==> src/rtl/mem_bus_arbiter.sv <==
`default_nettype none
// ----------------------------------------------------------------------------
// mem_bus_arbiter: CPU/DMA arbiter for the memory bus, DMA-priority, locks owner
// across the 2-cycle write. Optional CPU starvation guard: ARB_CPU_STARVE_GUARD_EN.
// Revision: 1.0
// ----------------------------------------------------------------------------
module mem_bus_arbiter #(
  parameter int DMA_BURST_MAX = 16,
  parameter int CNT_W         = 5
) (
  input  logic        clock,
  input  logic        reset,
  input  logic        cpu_req,
  input  logic [31:0] cpu_addr,
  input  logic [31:0] cpu_wdata,
  input  logic [1:0]  cpu_size,
  input  logic        cpu_write,
  output logic        cpu_pause,
  output logic        cpu_rvalid,
  input  logic        dma_req,
  input  logic [31:0] dma_addr,
  input  logic [31:0] dma_wdata,
  input  logic [1:0]  dma_size,
  input  logic        dma_write,
  output logic        dma_gnt,
  output logic        dma_rvalid,
  output logic [31:0] rdata,
  output logic [31:0] bus_addr,
  output logic [31:0] bus_wdata,
  output logic [1:0]  bus_size,
  output logic        bus_write,
  input  logic [31:0] bus_rdata,
  input  logic        bus_pause
);

  typedef enum logic [0:0] {
    OWN_CPU = 1'b0,
    OWN_DMA = 1'b1
  } owner_e;

  owner_e owner_q, owner_d, sel;
  logic   hold;
  logic   guard_cpu;
  logic   sel_req, sel_write;
  logic   cpu_rv_q, cpu_rv_d;
  logic   dma_rv_q, dma_rv_d;

  if (CNT_W < $clog2(DMA_BURST_MAX + 1)) begin : g_cnt_w_check
    $error("mem_bus_arbiter: CNT_W too narrow for DMA_BURST_MAX");
  end

  // Reset cancels an in-flight write: the memory drops its latch at the same time.
  assign hold = bus_pause & ~reset;

`ifdef ARB_CPU_STARVE_GUARD_EN
  logic [CNT_W-1:0] run_cnt_q, run_cnt_d;

  always_comb begin
    run_cnt_d = run_cnt_q;
    if (!dma_req || (sel == OWN_CPU && cpu_req && !hold)) begin
      run_cnt_d = '0;
    end else if (sel == OWN_DMA && !hold && run_cnt_q != CNT_W'(DMA_BURST_MAX)) begin
      run_cnt_d = run_cnt_q + 1'b1;
    end
  end

  always_ff @(posedge clock or posedge reset) begin
    if (reset) run_cnt_q <= '0;
    else       run_cnt_q <= run_cnt_d;
  end

  assign guard_cpu = (run_cnt_q == CNT_W'(DMA_BURST_MAX)) & cpu_req;
`else
  assign guard_cpu = 1'b0;
`endif

  always_comb begin
    sel = OWN_CPU;
    if (reset)          sel = OWN_CPU;
    else if (hold)      sel = owner_q;
    else if (guard_cpu) sel = OWN_CPU;
    else if (dma_req)   sel = OWN_DMA;
  end

  always_comb begin
    bus_addr  = cpu_addr;
    bus_wdata = cpu_wdata;
    bus_size  = cpu_size;
    sel_req   = cpu_req;
    sel_write = cpu_write;
    if (sel == OWN_DMA) begin
      bus_addr  = dma_addr;
      bus_wdata = dma_wdata;
      bus_size  = dma_size;
      sel_req   = dma_req;
      sel_write = dma_write;
    end
  end

  // Write strobe only in the address cycle so the memory never re-latches.
  assign bus_write = sel_write & sel_req & ~hold & ~reset;
  assign cpu_pause = (sel == OWN_DMA) | hold;
  assign dma_gnt   = ((sel == OWN_DMA) & dma_req & ~hold & ~dma_write)
                   | (hold & (owner_q == OWN_DMA));

  always_comb begin
    owner_d  = sel;
    cpu_rv_d = (sel == OWN_CPU) & cpu_req & ~cpu_write & ~hold;
    dma_rv_d = (sel == OWN_DMA) & dma_req & ~dma_write & ~hold;
  end

  always_ff @(posedge clock or posedge reset) begin
    if (reset) begin
      owner_q  <= OWN_CPU;
      cpu_rv_q <= 1'b0;
      dma_rv_q <= 1'b0;
    end else begin
      owner_q  <= owner_d;
      cpu_rv_q <= cpu_rv_d;
      dma_rv_q <= dma_rv_d;
    end
  end

  assign cpu_rvalid = cpu_rv_q;
  assign dma_rvalid = dma_rv_q;
  assign rdata      = bus_rdata;

endmodule
`default_nettype wire
==> config.mk <==
export PLATFORM = sky130hd
export DESIGN_NAME = mem_bus_arbiter
export DESIGN_NICKNAME = d
export VERILOG_FILES = /design/src/rtl/mem_bus_arbiter.sv
export SDC_FILE = /design/constraint.sdc
export NUM_CORES = 1
export LEC_CHECK = 0
export ABC_AREA = 1
export ABC_CLOCK_PERIOD_IN_PS = 1100
export BUFFER_PORTS_ARGS = -buffer_cell sky130_fd_sc_hd__clkbuf_2
export CORE_AREA = 2 2 106 108
export DETAILED_ROUTE_END_ITERATION = 10
export DIE_AREA = 0 0 108 110
export HOLD_SLACK_MARGIN = 0.15
export PLACE_DENSITY = 0.52
export SLEW_MARGIN = 20
export SYNTH_ARGS = -nofsm -noshare
export SYNTH_HDL_FRONTEND = slang
export SYNTH_SLANG_ARGS = --single-unit
export TNS_END_PERCENT = 10
==> constraint.sdc <==
create_clock -name clock -period 1.1 [get_ports clock]
set_input_delay 0.11 -clock clock [delete_from_list [all_inputs] [get_ports clock]]
set_output_delay 0.11 -clock clock [all_outputs]
set_load 0.05 [all_outputs]
==> summary.md, run 1 <==
| Metric | Value |
|---|---|
| # rows | `38` |
| Mapped Cells | `273` |
| Crit path from | `owner_q` |
| Register area | `75.07 sq um` |
| Min-delay src | `cpu_write` |
| Post-route DRC | `0` |
| Hold EP | `cpu_rvalid` |
| Initial antenna violation count | `0` |
| Syn avg cell area | `4.886 sq um` |
| Largest net degree at the start of global routing | `71` |
| Worst reg2reg path depth | `3` |
| Die area | `11,880 sq um` |
| Filler cells | `1,073` |
| Final Cell Area | `3869 sq um` |
| R2r endpoint | `owner_q` |
| Worst-Skew Late Latency | `0.21 ns` |
| Hold Crit Class | `in2reg` |
| Routability cong. | `0.6924` |
| Failing checks | `negative setup slack` |
| Ys Warns | `0` |
| Synth Area in Adders | `0` |
| Antenna Nets Post-Route | `0` |
| Cell Area, Synth | `1334 sq um` |
| Worst Setup Slack, final | `-0.4142 ns` |
| Layout cell share with drive strength beyond 1 | `0.6942` |
| Via density | `4.224` |
| First-pass GRT wire length | `10,520 um` |
| Static leakage | `0.002083 uW` |
| CTS tree | `done` |
| Largest family of logic cells by synthesized area | `simple AND/OR/NAND/NOR gates` |
| Clock Path Buffers | `2` |
| H-tree depth | `1` |
| Layout Nets | `620` |
| Crit path largest cell delay | `0.36 ns` |
| Commonest non-fill, non-tap cell in the layout | `clkbuf_2` |
| Crit path capture type | `output port` |
| Die Y | `110 um` |
| Max transition margin | `0.7966` |
| Multi-input logic area | `1279 sq um` |
| Crit path cell chain | `nand3_4 > nand2_8 > buf_12 > nand2_1 > nand2_4 > clkbuf_8` |
| Clk sinks | `3` |
| CP max stage cell | `dfrtp_1` |
| Period minus WS final | `1.514 ns` |
| Worst Hold Depth | `4` |
| Syn nets | `444` |
| Status | `complete, but fails checks` |
| Clk slew on worst S/H paths | `0.03 ns` |
| Detail Placement HPWL | `5166 um` |
| Critical Path Fanout Max | `22` |
| Unique masters post-synth | `15` |
| WL/cell | `13.35 um` |
| Tightest Pin Transition | `0.3051 ns` |
| Post-Place Cell Area | `2856 sq um` |
| IO buf count | `209` |
| Synth Area in XOR/XNOR | `0` |
| Max Slew Vio Count | `0` |
| Synth Register Bits | `3` |
| Final Hold Vio Count | `0` |
| CP startpoint kind | `flip-flop` |
| Total GRT Usage | `0.1082` |
| Most frequent cells in the layout | `clkbuf_2, nand3_1, nand2_1, nand2_2, nand2_4` |
| IO Pins | `274` |
| Top Family by Delay on Critical Path | `simple AND/OR/NAND/NOR gates` |
| Routed wire length | `7849 um` |
| DIE WIDTH | `108 um` |
| Maximum VDD drop | `0.0002858 V` |
| Sequential share of the synthesized area | `0.05629` |
| Crit path kind | `reg2out` |
| Mux share of post-synthesis cell area | `0` |
| PD cells | `773.7 nW/um^2` |
| Grt ovf | `0` |
| Post-Synth Simple-Gate Area | `0.6604` |
| Max_cap viols | `0` |
| Drt pass-1 iters | `5` |
| Core Region | `10,700 sq um` |
| Root Driver | `clkbuf_8` |
| # diodes | `0` |
| Synth-to-layout area growth | `190.1%` |
| Crit path buf inv count | `2` |
| Tcrit/Tclk final | `1.377` |
| CTS Buf Count | `3` |
| Worst R2R Setup Slack | `0.15 ns` |
| Fin Clk Skew | `0 ns` |
| RSZ-0062 raised after global routing | `true` |
| Compound-cell area share of the yosys netlist | `0.009381` |
| Max Fclk | `660.4 MHz` |
| Setup-failing EPs final | `69` |
| DR iter-0 viols | `76` |
| Starting density of the core | `0.1247` |
| Vias | `2,484` |
| Worst endpoint data arrival time | `1.40 ns` |
| Number of global-route vias before repair | `2,384` |
| Req. time, crit path | `0.99 ns` |
| R2R Path Start | `owner_q` |
| Power consumption | `2993 uW` |
-- registers in the layout, indices dropped and copies added (netlist names) --
name,cells
cpu_rvalid,1
owner_q,1
dma_rvalid,1
-- Yosys cell counts (all sizes together) --
master / number / share of area
buf: 50 / 0.25
clkbuf: 3 / 0.0084
dfrtp: 3 / 0.056
inv: 6 / 0.017
nand2: 137 / 0.39
nand3: 67 / 0.26
nand4: 1 / 0.0047
nor2: 4 / 0.011
o211ai: 1 / 0.0056
o21ai: 1 / 0.0037
-- report_power, final --
part / switching, uW / internal [uW] / total (uW)
Combinational: 1410 / 1160 / 2560
Clock: 64.5 / 246 / 311
Sequential: 2.31 / 116 / 118
-- worst max-delay path by stage --
stage	endpoint	cells past startpoint
2_1_floorplan	bus_wdata[13]	4
3_3_place_gp	bus_addr[7]	6
3_5_place_dp	bus_addr[3]	6
4_1_cts	bus_addr[18]	6
5_1_grt	bus_addr[4]	6
6_report	bus_addr[4]	6
-- per-stage QoR --
step           setup WS [ns]  instances    util  hold slack [ns]  TNS (ns)
2_1_floorplan        -0.1024        273       -          -0.1353    -4.054
3_3_place_gp         -0.3180        576  0.2670          0.08021    -15.75
3_5_place_dp         -0.3566        576  0.2670          0.08708    -17.59
4_1_cts              -0.4520        586  0.3498           0.1696    -26.92
5_1_grt              -0.4740        588  0.3616           0.2201    -28.73
6_report             -0.4142        588  0.3616           0.1730    -24.64
-- worst reg2reg max path, stage by stage (launching register included) --
cell and delay, ns:
dfrtp_1 0.38, nand3_4 0.14, nand2_8 0.11, clkbuf_16 0.19
-- layer usage --
layer,track usage,vias to the layer above,part of all wire
li1,-,1184,-
met1,0.1040,1143,0.35
met2,0.2318,139,0.55
met3,0.02293,18,0.088
met4,0.02198,0,0.013
met5,0,-,0
-- cell type report --
cell class	count	share of cell area
timing repair buffer	224	0.5873
multi-input combinational	211	0.3305
tap	140	0.04528
sequential	3	0.01940
clock buffer	4	0.01164
inverter	6	0.005821
-- logic make-up (layout without fill, tap and decap cells) --
group	Yosys count	after routing
buf+inv	59	234
simple gates	209	209
compound gates	2	2
flops	3	3
-- what timing repair did --
item | in CTS | in global routing
cloned | 2 | 2
hold endpoints to repair | 5 | 0
pin swaps | 8 | 6
endpoints found under the setup margin | 69 | 69
buffers inserted | 1 | 0
hold buffers | 3 | 0
resized for setup | 141 | 46
(Power assumes the default switching activity.)
==> inputs of run 2 (changes only) <==
--- a/config.mk
+++ b/config.mk
@@ -6,13 +6,13 @@
 export NUM_CORES = 1
 export LEC_CHECK = 0
 export ABC_AREA = 1
-export ABC_CLOCK_PERIOD_IN_PS = 1100
+export ABC_CLOCK_PERIOD_IN_PS = 1800
 export BUFFER_PORTS_ARGS = -buffer_cell sky130_fd_sc_hd__clkbuf_2
-export CORE_AREA = 2 2 106 108
+export CORE_AREA = 5 5 104 106
 export DETAILED_ROUTE_END_ITERATION = 10
-export DIE_AREA = 0 0 108 110
+export DIE_AREA = 0 0 109 111
 export HOLD_SLACK_MARGIN = 0.15
-export PLACE_DENSITY = 0.52
+export PLACE_DENSITY_LB_ADDON = 0.2
 export SLEW_MARGIN = 20
 export SYNTH_ARGS = -nofsm -noshare
 export SYNTH_HDL_FRONTEND = slang
==> constraint.sdc (replaced) <==
create_clock -name clock -period 1.8 [get_ports clock]
set_input_delay 0.18 -clock clock [delete_from_list [all_inputs] [get_ports clock]]
set_output_delay 0.18 -clock clock [all_outputs]
set_load 0.05 [all_outputs]
==> summary.md, run 2 (synthesis results as in run 1) <==
| Metric | Value |
|---|---|
| Most frequent cells in the layout | `clkbuf_2, nand2_1, nand3_1, buf_12, inv_1` |
| Die area | `12,100 sq um` |
| Starting density of the core | `0.1377` |
| Clock Path Buffers | `2` |
| WL/cell | `12.52 um` |
| Worst-Skew Late Latency | `0.21 ns` |
| DR iter-0 viols | `94` |
| PD cells | `523.0 nW/um^2` |
| Fin Clk Skew | `0 ns` |
| Die Y | `111 um` |
| Post-Place Cell Area | `2819 sq um` |
| Crit path kind | `reg2out` |
| CTS Buf Count | `3` |
| Status | `complete, no violations` |
| Detail Placement HPWL | `5676 um` |
| Drt pass-1 iters | `4` |
| Layout Nets | `612` |
| Setup tns final | `0 ns` |
| Post-CTS Setup Bufs | `0` |
| Routability cong. | `0.7164` |
| Tightest Pin Transition | `0.3938 ns` |
| Critical Path Fanout Max | `34` |
| DIE WIDTH | `109 um` |
| Static leakage | `0.001782 uW` |
| Vias | `2,244` |
| # diodes | `0` |
| H-tree depth | `1` |
| RSZ-0062 raised after global routing | `false` |
| Root Driver | `clkbuf_8` |
| Tcrit/Tclk final | `0.9244` |
| Final Hold Vio Count | `0` |
| Req. time, crit path | `1.62 ns` |
| Layout cell share with drive strength beyond 1 | `0.5045` |
| Max_cap viols | `0` |
| Core Region | `9684 sq um` |
| IO Pins | `274` |
| Commonest non-fill, non-tap cell in the layout | `clkbuf_2` |
| Synth-to-layout area growth | `117.4%` |
| Antenna Nets Post-Route | `0` |
| Clk sinks | `3` |
| Initial antenna violation count | `0` |
| First-pass GRT wire length | `10,360 um` |
| Max transition margin | `0.7375` |
| Grt ovf | `0` |
| IO buf count | `209` |
| Total GRT Usage | `0.1026` |
| Period minus WS final | `1.664 ns` |
| Via density | `3.916` |
| CP startpoint kind | `flip-flop` |
| Setup-failing EPs final | `0` |
| Clk slew on worst S/H paths | `0.03 ns` |
| # rows | `36` |
| Max Fclk | `601.0 MHz` |
| Routed wire length | `7175 um` |
| Maximum VDD drop | `0.0004404 V` |
| Hold Crit Class | `in2reg` |
| Number of global-route vias before repair | `2,173` |
| Final Cell Area | `2899 sq um` |
| Worst endpoint data arrival time | `1.48 ns` |
| Max Slew Vio Count | `0` |
| Post-route DRC | `0` |
| Crit path capture type | `output port` |
| CTS tree | `done` |
| Largest net degree at the start of global routing | `69` |
[run 2: final cells by class]
class,count,area (sq um)
Timing Repair Buffer,216,1697
Clock buffer,4,45.04
Inverter,6,22.52
Multi-Input combinational cell,211,893.4
Fill cell,1059,6785
Tap cell,133,166.4
Sequential cell,3,75.07
[run 2: worst paths after layout]
kind	end	cells after the start	slack, ns	from
max reg2reg	owner_q	3	0.79	owner_q
min reg2reg	owner_q	3	0.93	owner_q
min	dma_rvalid	2	0.17	dma_write
min in group asynchronous	cpu_rvalid	3	0.43	reset
max in group asynchronous	owner_q	3	1.22	reset
max	bus_addr[7]	6	0.14	owner_q
[run 2: worst max-delay path, stage by stage, from the launching register on]
cell      delay (ns)
dfrtp_1         0.32
nand3_2         0.15
nand2_2         0.17
buf_12          0.21
nand2_1         0.07
nand2_1         0.06
clkbuf_2        0.27
[run 2: per-stage QoR]
step | util | setup WS [ns] | hold WS (ns) | power (uW) | std cells
4_1_cts | 0.2968 | 0.04917 | 0.1683 | 1522 | 572
5_1_grt | 0.2994 | 0.009454 | 0.1794 | 1599 | 573
3_3_place_gp | 0.2911 | 0.2326 | 0.05353 | 1315 | 567
6_report | 0.2994 | 0.1361 | 0.1663 | 1516 | 573
3_5_place_dp | 0.2911 | 0.1940 | 0.06051 | 1320 | 567
2_1_floorplan | - | 0.2599 | -0.06531 | 942.5 | 273
[run 2: metal layers]
metal  GRT usage  part of all wire
met1      0.1060              0.35
met2      0.2002              0.53
met3     0.02155             0.095
met4     0.03030             0.018
met5           0                 0
[run 2: what timing repair did]
action,CTS,global route
hold buffers,1,0
resized for setup,0,1
endpoints found under the setup margin,0,28
hold endpoints to repair,3,0
[run 2: report_power, final]
| part | switching (uW) | internal (uW) |
|---|---|---|
| clock network | 45.4 | 151 |
| logic | 757 | 491 |
| registers | 1.08 | 70.9 |
